==> config.mk <==
export PLATFORM = sky130hd
export DESIGN_NAME = mul_share_arbiter
export DESIGN_NICKNAME = d
export VERILOG_FILES = /design/src/rtl/mul_share_pkg.sv /design/src/rtl/mul_rr_arbiter.sv /design/src/rtl/multiplier.sv /design/src/rtl/mul_share_arbiter.sv
export SDC_FILE = /design/constraint.sdc
export NUM_CORES = 1
export LEC_CHECK = 0
export BUFFER_PORTS_ARGS = -buffer_cell sky130_fd_sc_hd__buf_4
export CAP_MARGIN = 20
export CORE_ASPECT_RATIO = 0.6
export CORE_UTILIZATION = 30
export CTS_CLUSTER_DIAMETER = 60
export CTS_CLUSTER_SIZE = 30
export DETAILED_ROUTE_END_ITERATION = 12
export SETUP_SLACK_MARGIN = 0.15
export SLEW_MARGIN = 20
export SYNTH_ARGS = -nofsm -noshare
export SYNTH_HDL_FRONTEND = slang
export SYNTH_HIERARCHICAL = 1
export SYNTH_SLANG_ARGS = --single-unit
==> constraint.sdc <==
create_clock -name clk -period 5.2 [get_ports clk]
set_input_delay 0.78 -clock clk [delete_from_list [all_inputs] [get_ports clk]]
set_output_delay 0.78 -clock clk [all_outputs]
set_load 0.02 [all_outputs]
==> src/rtl/mul_share_pkg.sv <==
// rtl/mul_share_pkg.sv - shared types, constants and pointer helper for mul_share_arbiter
package mul_share_pkg;

    // Width of each per-requester grant counter lane.
    localparam int CNT_W   = 16;
    // Fixed id field width inside the tag; wide enough for any practical N_REQ.
    localparam int TAG_IDW = 8;

    typedef struct packed {
        logic               valid;
        logic [TAG_IDW-1:0] id;
    } tag_t;

    // Round-robin pointer after a grant to g among n requesters: (g+1) mod n.
    function automatic logic [TAG_IDW-1:0] next_rr_ptr(input logic [TAG_IDW-1:0] g,
                                                       input logic [TAG_IDW-1:0] n);
        return (g == n - TAG_IDW'(1)) ? '0 : g + TAG_IDW'(1);
    endfunction

endpackage

==> src/rtl/mul_rr_arbiter.sv <==
// rtl/mul_rr_arbiter.sv - combinational round-robin grant starting at rr_ptr
// Ports: req_valid (per requester), rr_ptr (search start), grant (one-hot),
//        grant_id (encoded grant), any_grant.
module mul_rr_arbiter #(
    parameter int N_REQ = 4,
    parameter int IDW   = $clog2(N_REQ)
) (
    input  logic [N_REQ-1:0] req_valid,
    input  logic [IDW-1:0]   rr_ptr,
    output logic [N_REQ-1:0] grant,
    output logic [IDW-1:0]   grant_id,
    output logic             any_grant
);

    int             idx_int;
    logic [IDW-1:0] idx;

    // Scan cyclically from rr_ptr; the first valid requester found wins.
    always_comb begin
        grant     = '0;
        grant_id  = '0;
        any_grant = 1'b0;
        idx_int   = 0;
        idx       = '0;
        for (int off = 0; off < N_REQ; off++) begin
            idx_int = (int'(rr_ptr) + off) % N_REQ;
            idx     = IDW'(idx_int);
            if (!any_grant && req_valid[idx]) begin
                grant[idx] = 1'b1;
                grant_id   = idx;
                any_grant  = 1'b1;
            end
        end
    end

endmodule

==> src/rtl/multiplier.sv <==
// rtl/multiplier.sv - pipelined unsigned multiplier, LATENCY register stages
// Ports: clk, rst_n (async active-low), a/b operands, product = a*b after LATENCY cycles.
module multiplier #(
    parameter int DW      = 14,
    parameter int LATENCY = 1
) (
    input  logic            clk,
    input  logic            rst_n,
    input  logic [DW-1:0]   a,
    input  logic [DW-1:0]   b,
    output logic [2*DW-1:0] product
);

    logic [2*DW-1:0] pipe [LATENCY];

    always_ff @(posedge clk or negedge rst_n) begin
        if (!rst_n) begin
            for (int i = 0; i < LATENCY; i++) pipe[i] <= '0;
        end else begin
            pipe[0] <= (2*DW)'(a) * (2*DW)'(b);
            for (int i = 1; i < LATENCY; i++) pipe[i] <= pipe[i-1];
        end
    end

    assign product = pipe[LATENCY-1];

endmodule

==> src/rtl/mul_share_arbiter.sv <==
// rtl/mul_share_arbiter.sv - round-robin sharing of one pipelined multiplier among N_REQ requesters
// Ports: clk, rst_n (async active-low); req_valid/req_ready/req_a/req_b request side;
//        rsp_valid/rsp_id/rsp_product response side; busy; grant_cnt statistics.
// Optional: define MUL_SHARE_STATS_EN to build saturating per-requester grant counters.
module mul_share_arbiter
    import mul_share_pkg::*;
#(
    parameter int DATAWIDTH   = 14,
    parameter int N_REQ       = 4,
    parameter int MUL_LATENCY = 1,
    parameter int IDW         = $clog2(N_REQ)
) (
    input  logic                       clk,
    input  logic                       rst_n,
    input  logic [N_REQ-1:0]           req_valid,
    output logic [N_REQ-1:0]           req_ready,
    input  logic [N_REQ*DATAWIDTH-1:0] req_a,
    input  logic [N_REQ*DATAWIDTH-1:0] req_b,
    output logic [N_REQ-1:0]           rsp_valid,
    output logic [IDW-1:0]             rsp_id,
    output logic [2*DATAWIDTH-1:0]     rsp_product,
    output logic                       busy,
    output logic [N_REQ*CNT_W-1:0]     grant_cnt
);

    logic [IDW-1:0]         rr_ptr;
    logic [N_REQ-1:0]       grant;
    logic [IDW-1:0]         grant_id;
    logic                   any_grant;
    logic [DATAWIDTH-1:0]   mul_a;
    logic [DATAWIDTH-1:0]   mul_b;
    logic [2*DATAWIDTH-1:0] product;
    tag_t                   tag_sr [MUL_LATENCY+1];
    tag_t                   tag_out;

    mul_rr_arbiter #(.N_REQ(N_REQ), .IDW(IDW)) u_arb (
        .req_valid (req_valid),
        .rr_ptr    (rr_ptr),
        .grant     (grant),
        .grant_id  (grant_id),
        .any_grant (any_grant)
    );

    assign req_ready = grant;

    // Operand capture and pointer advance on acceptance; operands hold while idle.
    always_ff @(posedge clk or negedge rst_n) begin
        if (!rst_n) begin
            rr_ptr <= '0;
            mul_a  <= '0;
            mul_b  <= '0;
        end else if (any_grant) begin
            rr_ptr <= IDW'(next_rr_ptr(TAG_IDW'(grant_id), TAG_IDW'(N_REQ)));
            mul_a  <= req_a[grant_id*DATAWIDTH +: DATAWIDTH];
            mul_b  <= req_b[grant_id*DATAWIDTH +: DATAWIDTH];
        end
    end

    multiplier #(.DW(DATAWIDTH), .LATENCY(MUL_LATENCY)) u_mul (
        .clk     (clk),
        .rst_n   (rst_n),
        .a       (mul_a),
        .b       (mul_b),
        .product (product)
    );

    // Stage 0 lines up with mul_a/mul_b; the last stage lines up with product.
    always_ff @(posedge clk or negedge rst_n) begin
        if (!rst_n) begin
            for (int i = 0; i <= MUL_LATENCY; i++) tag_sr[i] <= '0;
        end else begin
            tag_sr[0] <= {any_grant, TAG_IDW'(grant_id)};
            for (int i = 1; i <= MUL_LATENCY; i++) tag_sr[i] <= tag_sr[i-1];
        end
    end

    assign tag_out = tag_sr[MUL_LATENCY];

    always_comb begin
        busy = 1'b0;
        for (int i = 0; i <= MUL_LATENCY; i++) busy = busy | tag_sr[i].valid;
    end

    // Response register: routes the product back to its requester as a one-cycle pulse.
    always_ff @(posedge clk or negedge rst_n) begin
        if (!rst_n) begin
            rsp_valid   <= '0;
            rsp_id      <= '0;
            rsp_product <= '0;
        end else begin
            rsp_valid   <= '0;
            rsp_product <= product;
            if (tag_out.valid) begin
                rsp_valid[tag_out.id[IDW-1:0]] <= 1'b1;
                rsp_id                         <= tag_out.id[IDW-1:0];
            end
        end
    end

`ifdef MUL_SHARE_STATS_EN
    logic [CNT_W-1:0] cnt [N_REQ];

    always_ff @(posedge clk or negedge rst_n) begin
        if (!rst_n) begin
            for (int i = 0; i < N_REQ; i++) cnt[i] <= '0;
        end else begin
            for (int i = 0; i < N_REQ; i++) begin
                if (grant[i] && (cnt[i] != '1)) cnt[i] <= cnt[i] + CNT_W'(1);
            end
        end
    end

    always_comb begin
        grant_cnt = '0;
        for (int i = 0; i < N_REQ; i++) grant_cnt[i*CNT_W +: CNT_W] = cnt[i];
    end
`else
    assign grant_cnt = '0;
`endif

endmodule
# After elaboration in Yosys (flattened, before gate mapping)
# Index checks and enable logic that the tools add are counted.
# totals
register_bits,98
inputBits,118
out_inout_bits,103
# op_classes
mux,32
n_shift,2
magnitude_cmp,10
eq_ne,1
n_reduce_logical,11
addsub,4
n_bitwise,4
mul,2
# ops
cell,count
indexed part select 56 x 7 -> 14 bit,2
multiplier 14 x 14 -> 28 bit,1
two-way mux 4 bit,5
"less-than comparator 2 x 3 -> 1 bit, second input constant",5
two-way mux 1 bit,13
OR 4 bit,3
demux 1 bit (select 2 bit),5
"greater-or-equal comparator 2 x 1 -> 1 bit, second input constant",5
two-way mux 2 bit,5
binary-select mux 1 bit (select 2 bit),4
logical AND 1 bit,8
"multiplier 2 x 3 -> 5 bit, second input constant",1
"adder 2 x 1 -> 2 bit, second input constant",2
"adder 2 bit, second input constant",2
zero test 1 bit,3
"equality test 2 bit, second input constant",1
OR 1 bit,1

# Longest topological paths before layout
# logic_depth
ltp_word,14
mapped_depth,21
ltp_nobuf,20

# Hierarchy
# Netlist, hierarchy kept.
# by_module_without_submodules
module,seq_area_each_um2,area_each_um2,n_inst,cells_each
multiplier,700.7,7533.5,1,819
mul_share_arbiter,1751.7,3465.8,1,277
mul_rr_arbiter,0.0,421.7,1,45

# Worst setup path before layout
# Ideal clock, no wire load.
# synth_timing
path_type,reg-to-reg
from,reg mul_b[5]
to,"reg u_mul.pipe, in the netlist u_mul/product[25]"
setup_slack_ns,-0.177
n_path_buf,1
synth_period_minus_slack_ns,5.377
arrival_ns,5.273
stages_incl_launch_ff,18
setup_ns,0.104
t_required_ns,5.096
path_cell_list,dfrtp_1 > clkbuf_1 > nand2_1 > fa_1 > fa_1 > fa_1 > inv_1 > fa_1 > fa_1 > inv_1 > fa_1 > inv_1 > ha_1 > a21o_1 > o21bai_4 > a221oi_4 > a31oi_2 > o311ai_1
# synth_between
elab_chain_cells,1
# synth_rtl
item,line,source
from (decl),mul_share_arbiter.sv:31,logic [DATAWIDTH-1:0] mul_b;
from (signal assigned),mul_share_arbiter.sv:55,mul_b <= req_b[grant_id*DATAWIDTH +: DATAWIDTH];
multiplier 14 x 14 -> 28 bit,multiplier.sv:20,pipe[0] <= (2*DW)'(a) * (2*DW)'(b);
to (decl),multiplier.sv:14,logic [2*DW-1:0] pipe [LATENCY];
# No other way between the ends.
# A chain may end at the register's enable or synchronous reset.

# Worst setup path after layout
# layout_timing
from,reg mul_a[7]
to,"reg u_mul.pipe, in the netlist u_mul/product[27]"
# layout_between
elab_chain_cells,1
# layout_rtl
item,line,source
from (decl),mul_share_arbiter.sv:30,logic [DATAWIDTH-1:0] mul_a;
from (signal assigned),mul_share_arbiter.sv:54,mul_a <= req_a[grant_id*DATAWIDTH +: DATAWIDTH];
multiplier 14 x 14 -> 28 bit,multiplier.sv:20,
# No other way between the ends.

==> flow_metrics.tcl <==
set metrics [dict create \
    die-area_um2 38900 \
    antenna_found_initial 0 \
    cts_tree "built" \
    hold_viol 0 \
    h-tree-depth 3 \
    reg2reg_from "mul_a[7]" \
    startpoint_type "flop" \
    cp.arrival_ns 5.64 \
    final_common_cell "buf_4" \
    num_rows 54 \
    first_iter_violations 508 \
    hold_path_depth 0 \
    chipWidth_um 254 \
    start_util 0.310 \
    cp.depth 20 \
    worst_slack_ns -0.160 \
    wl_per_cell_um 15.8 \
    grt_pass1_vias 8559 \
    crit_slowest_cell "fa_2" \
    cts_buffer_depth 2 \
    synthCells 1141 \
    worstPathRequired_ns 5.48 \
    overflow 0 \
    holdBufCountCts 0 \
    worst_pin_slew_ns 0.868 \
    ys_seq_elements 98 \
    ant_nets 0 \
    rsz0062_at_grt "true" \
    grt_max_degree 59 \
    layout_common_cells "buf_4, inv_1, fa_1, nand2_1, and2_1" \
    crit_fanout 6 \
    r2r_cells 20 \
    path_buf_inv 6 \
    synth-seq-area-share 0.215 \
    clkTransAtPathRegs_ns 0.08 \
    synth_cell_type_count 70 \
    critPathMaxStageDelay_ns 0.53 \
    ios 221 \
    syn_avg_cell_area_um2 10.0 \
    synth-edff-count 0 \
    setup.worst_path.end_class "flop" \
    violations "negative setup slack" \
    ys_warn_count 6 \
    syn_to_final_growth_pct 28.1 \
    slew_headroom 0.421 \
    drc 0 \
    gp_congestion 0.877 \
    nets 1754 \
    port_buffers 156 \
    vias 8493 \
    track_usage 0.159 \
    cts-buffers-inserted 9 \
    cts.sinks 98 \
    reg2reg_slack_ns -0.16 \
    drv_cap 0 \
    critical_path_class "reg -> reg" \
    status "finished, violations left" \
    fin_skew_ns 0.0176 \
    maxSlewViolCount 0 \
    crit_chain "and2_4 -> fa_1 -> inv_1 -> fa_1 -> inv_1 -> fa_1 -> inv_1 -> fa_1 -> inv_2 -> fa_1 -> inv_2 -> fa_2 -> inv_2 -> ha_4 -> nand2_4 -> a2111oi_4 -> o211ai_1 -> o211ai_4 -> nand2_1 -> o211ai_1" \
    ys_dominant_reg_cell "dfrtp_1" \
    drtPass1Iterations 4 \
    die_h_um 153 \
    synthArstFlopShare 1.00 \
    coreArea_um2 36900 \
    drive_gt1_frac 0.302 \
    place_ws_ns -0.377 \
    cp_common_cell "fa_1" \
    post-route-period-util 1.03 \
    cpLargestDelayFamily "adder cells" \
    wl_um 30100 \
    detailedPlacementHpwl_um 24900 \
    hold_start "tag_sr[10]" \
    viasPerCell 4.45 \
    worstSetupStartpoint "mul_a[7]" \
    root_buffer "clkbuf_16" \
    setup_viol 12 \
    min_period_ns 5.36 \
    worstSkewPairLatency_ns 0.39 \
    grt_pass1_wl_um 47300 \
    syn_area_um2 11400 \
    hold_path_class "reg -> reg" \
    fmax_ghz 0.187 \
]
## cell usage after synthesis, types with 14 or more instances
master	number	share of area
and2_1	99	0.054
a21oi_1	15	0.0066
nand2_1	116	0.038
fa_1	141	0.25
inv_1	190	0.062
o221ai_1	29	0.022
ha_1	98	0.11
o21ai_0	14	0.0061
clkbuf_1	36	0.012
buf_4	65	0.043
mux2i_1	58	0.051
nand2b_1	33	0.018
dfrtp_1	98	0.21
## metrics by stage
step | util | instance area, um^2 | TNS [ns] | std cells | hold WS (ns)
floorplan | - | 11800 | 0 | 1204 | 0.331
global placement | 0.373 | 13700 | -2.67 | 1868 | 0.331
detailed placement | 0.373 | 13700 | -3.31 | 1868 | 0.335
CTS | 0.390 | 14400 | -1.10 | 1900 | 0.352
global route | 0.397 | 14600 | -3.00 | 1906 | 0.354
finish | 0.397 | 14600 | -0.798 | 1907 | 0.343
## cell families (layout without fill, tap and decap cells)
family,Yosys count,after routing,share of synthesized area
adders and majority gates,239,239,0.355
buffers and inverters,304,502,0.130
xor gates and xnor gates,24,24,0.0184
DFF,98,98,0.215
AOI/OAI and AO/OA,112,112,0.0818
muxes,66,66,0.0633
other,1,65,0.000328
and+or+nand+nor,297,297,0.137
## cell type report
type,instances,area [um^2]
clock inverter,7,61.3
timing repair buffer,296,2380
clock buffer,9,225
tap,504,631
inverter,190,713
fill,3688,22300
multi-input combinational,802,8150
sequential,98,2470
antenna,1,2.50
## metal layers
| metal | vias up | routed length [um] | global-route usage |
|---|---|---|---|
| met4 | 0 | 358 | 0.0316 |
| met5 | - | 0 | 0 |
| li1 | 4022 | - | - |
| met3 | 17 | 1470 | 0.0373 |
| met2 | 188 | 13400 | 0.230 |
| met1 | 4266 | 14800 | 0.238 |
## sequential cells by signal, summed over array words and instances, names as in the netlist
name           count
rsp_id             2
tag_out            3
rsp_product       28
mul_b             14
rr_ptr             2
tag_sr             3
u_mul/product     28
mul_a             14
rsp_valid          4
## worst paths after layout
kind	end
setup reg to reg	u_mul/product[27]
max in group asynchronous	mul_a[10]
min in group asynchronous	rsp_product[9]
setup / recovery	u_mul/product[27]
hold / removal	tag_out[1]
hold reg to reg	tag_out[1]
## worst reg2reg max path, stage by stage (launching register included)
cell,delay [ns]
dfrtp_2,0.48
and2_4,0.17
fa_1,0.52
inv_1,0.05
fa_1,0.47
inv_1,0.05
fa_1,0.47
inv_1,0.05
fa_1,0.49
inv_2,0.04
fa_1,0.49
inv_2,0.04
fa_2,0.53
inv_2,0.04
ha_4,0.29
nand2_4,0.06
a2111oi_4,0.36
o211ai_1,0.23
o211ai_4,0.18
nand2_1,0.08
o211ai_1,0.14
## timing repair
action	CTS	global route
resized for setup	60	43
pin swaps	30	50
setup endpoints to repair	17	18
buffers inserted	16	6
Power is left out: the tool's default activity adds up to more than one toggle a clock period on the data nets, which glitch-free logic cannot reach.
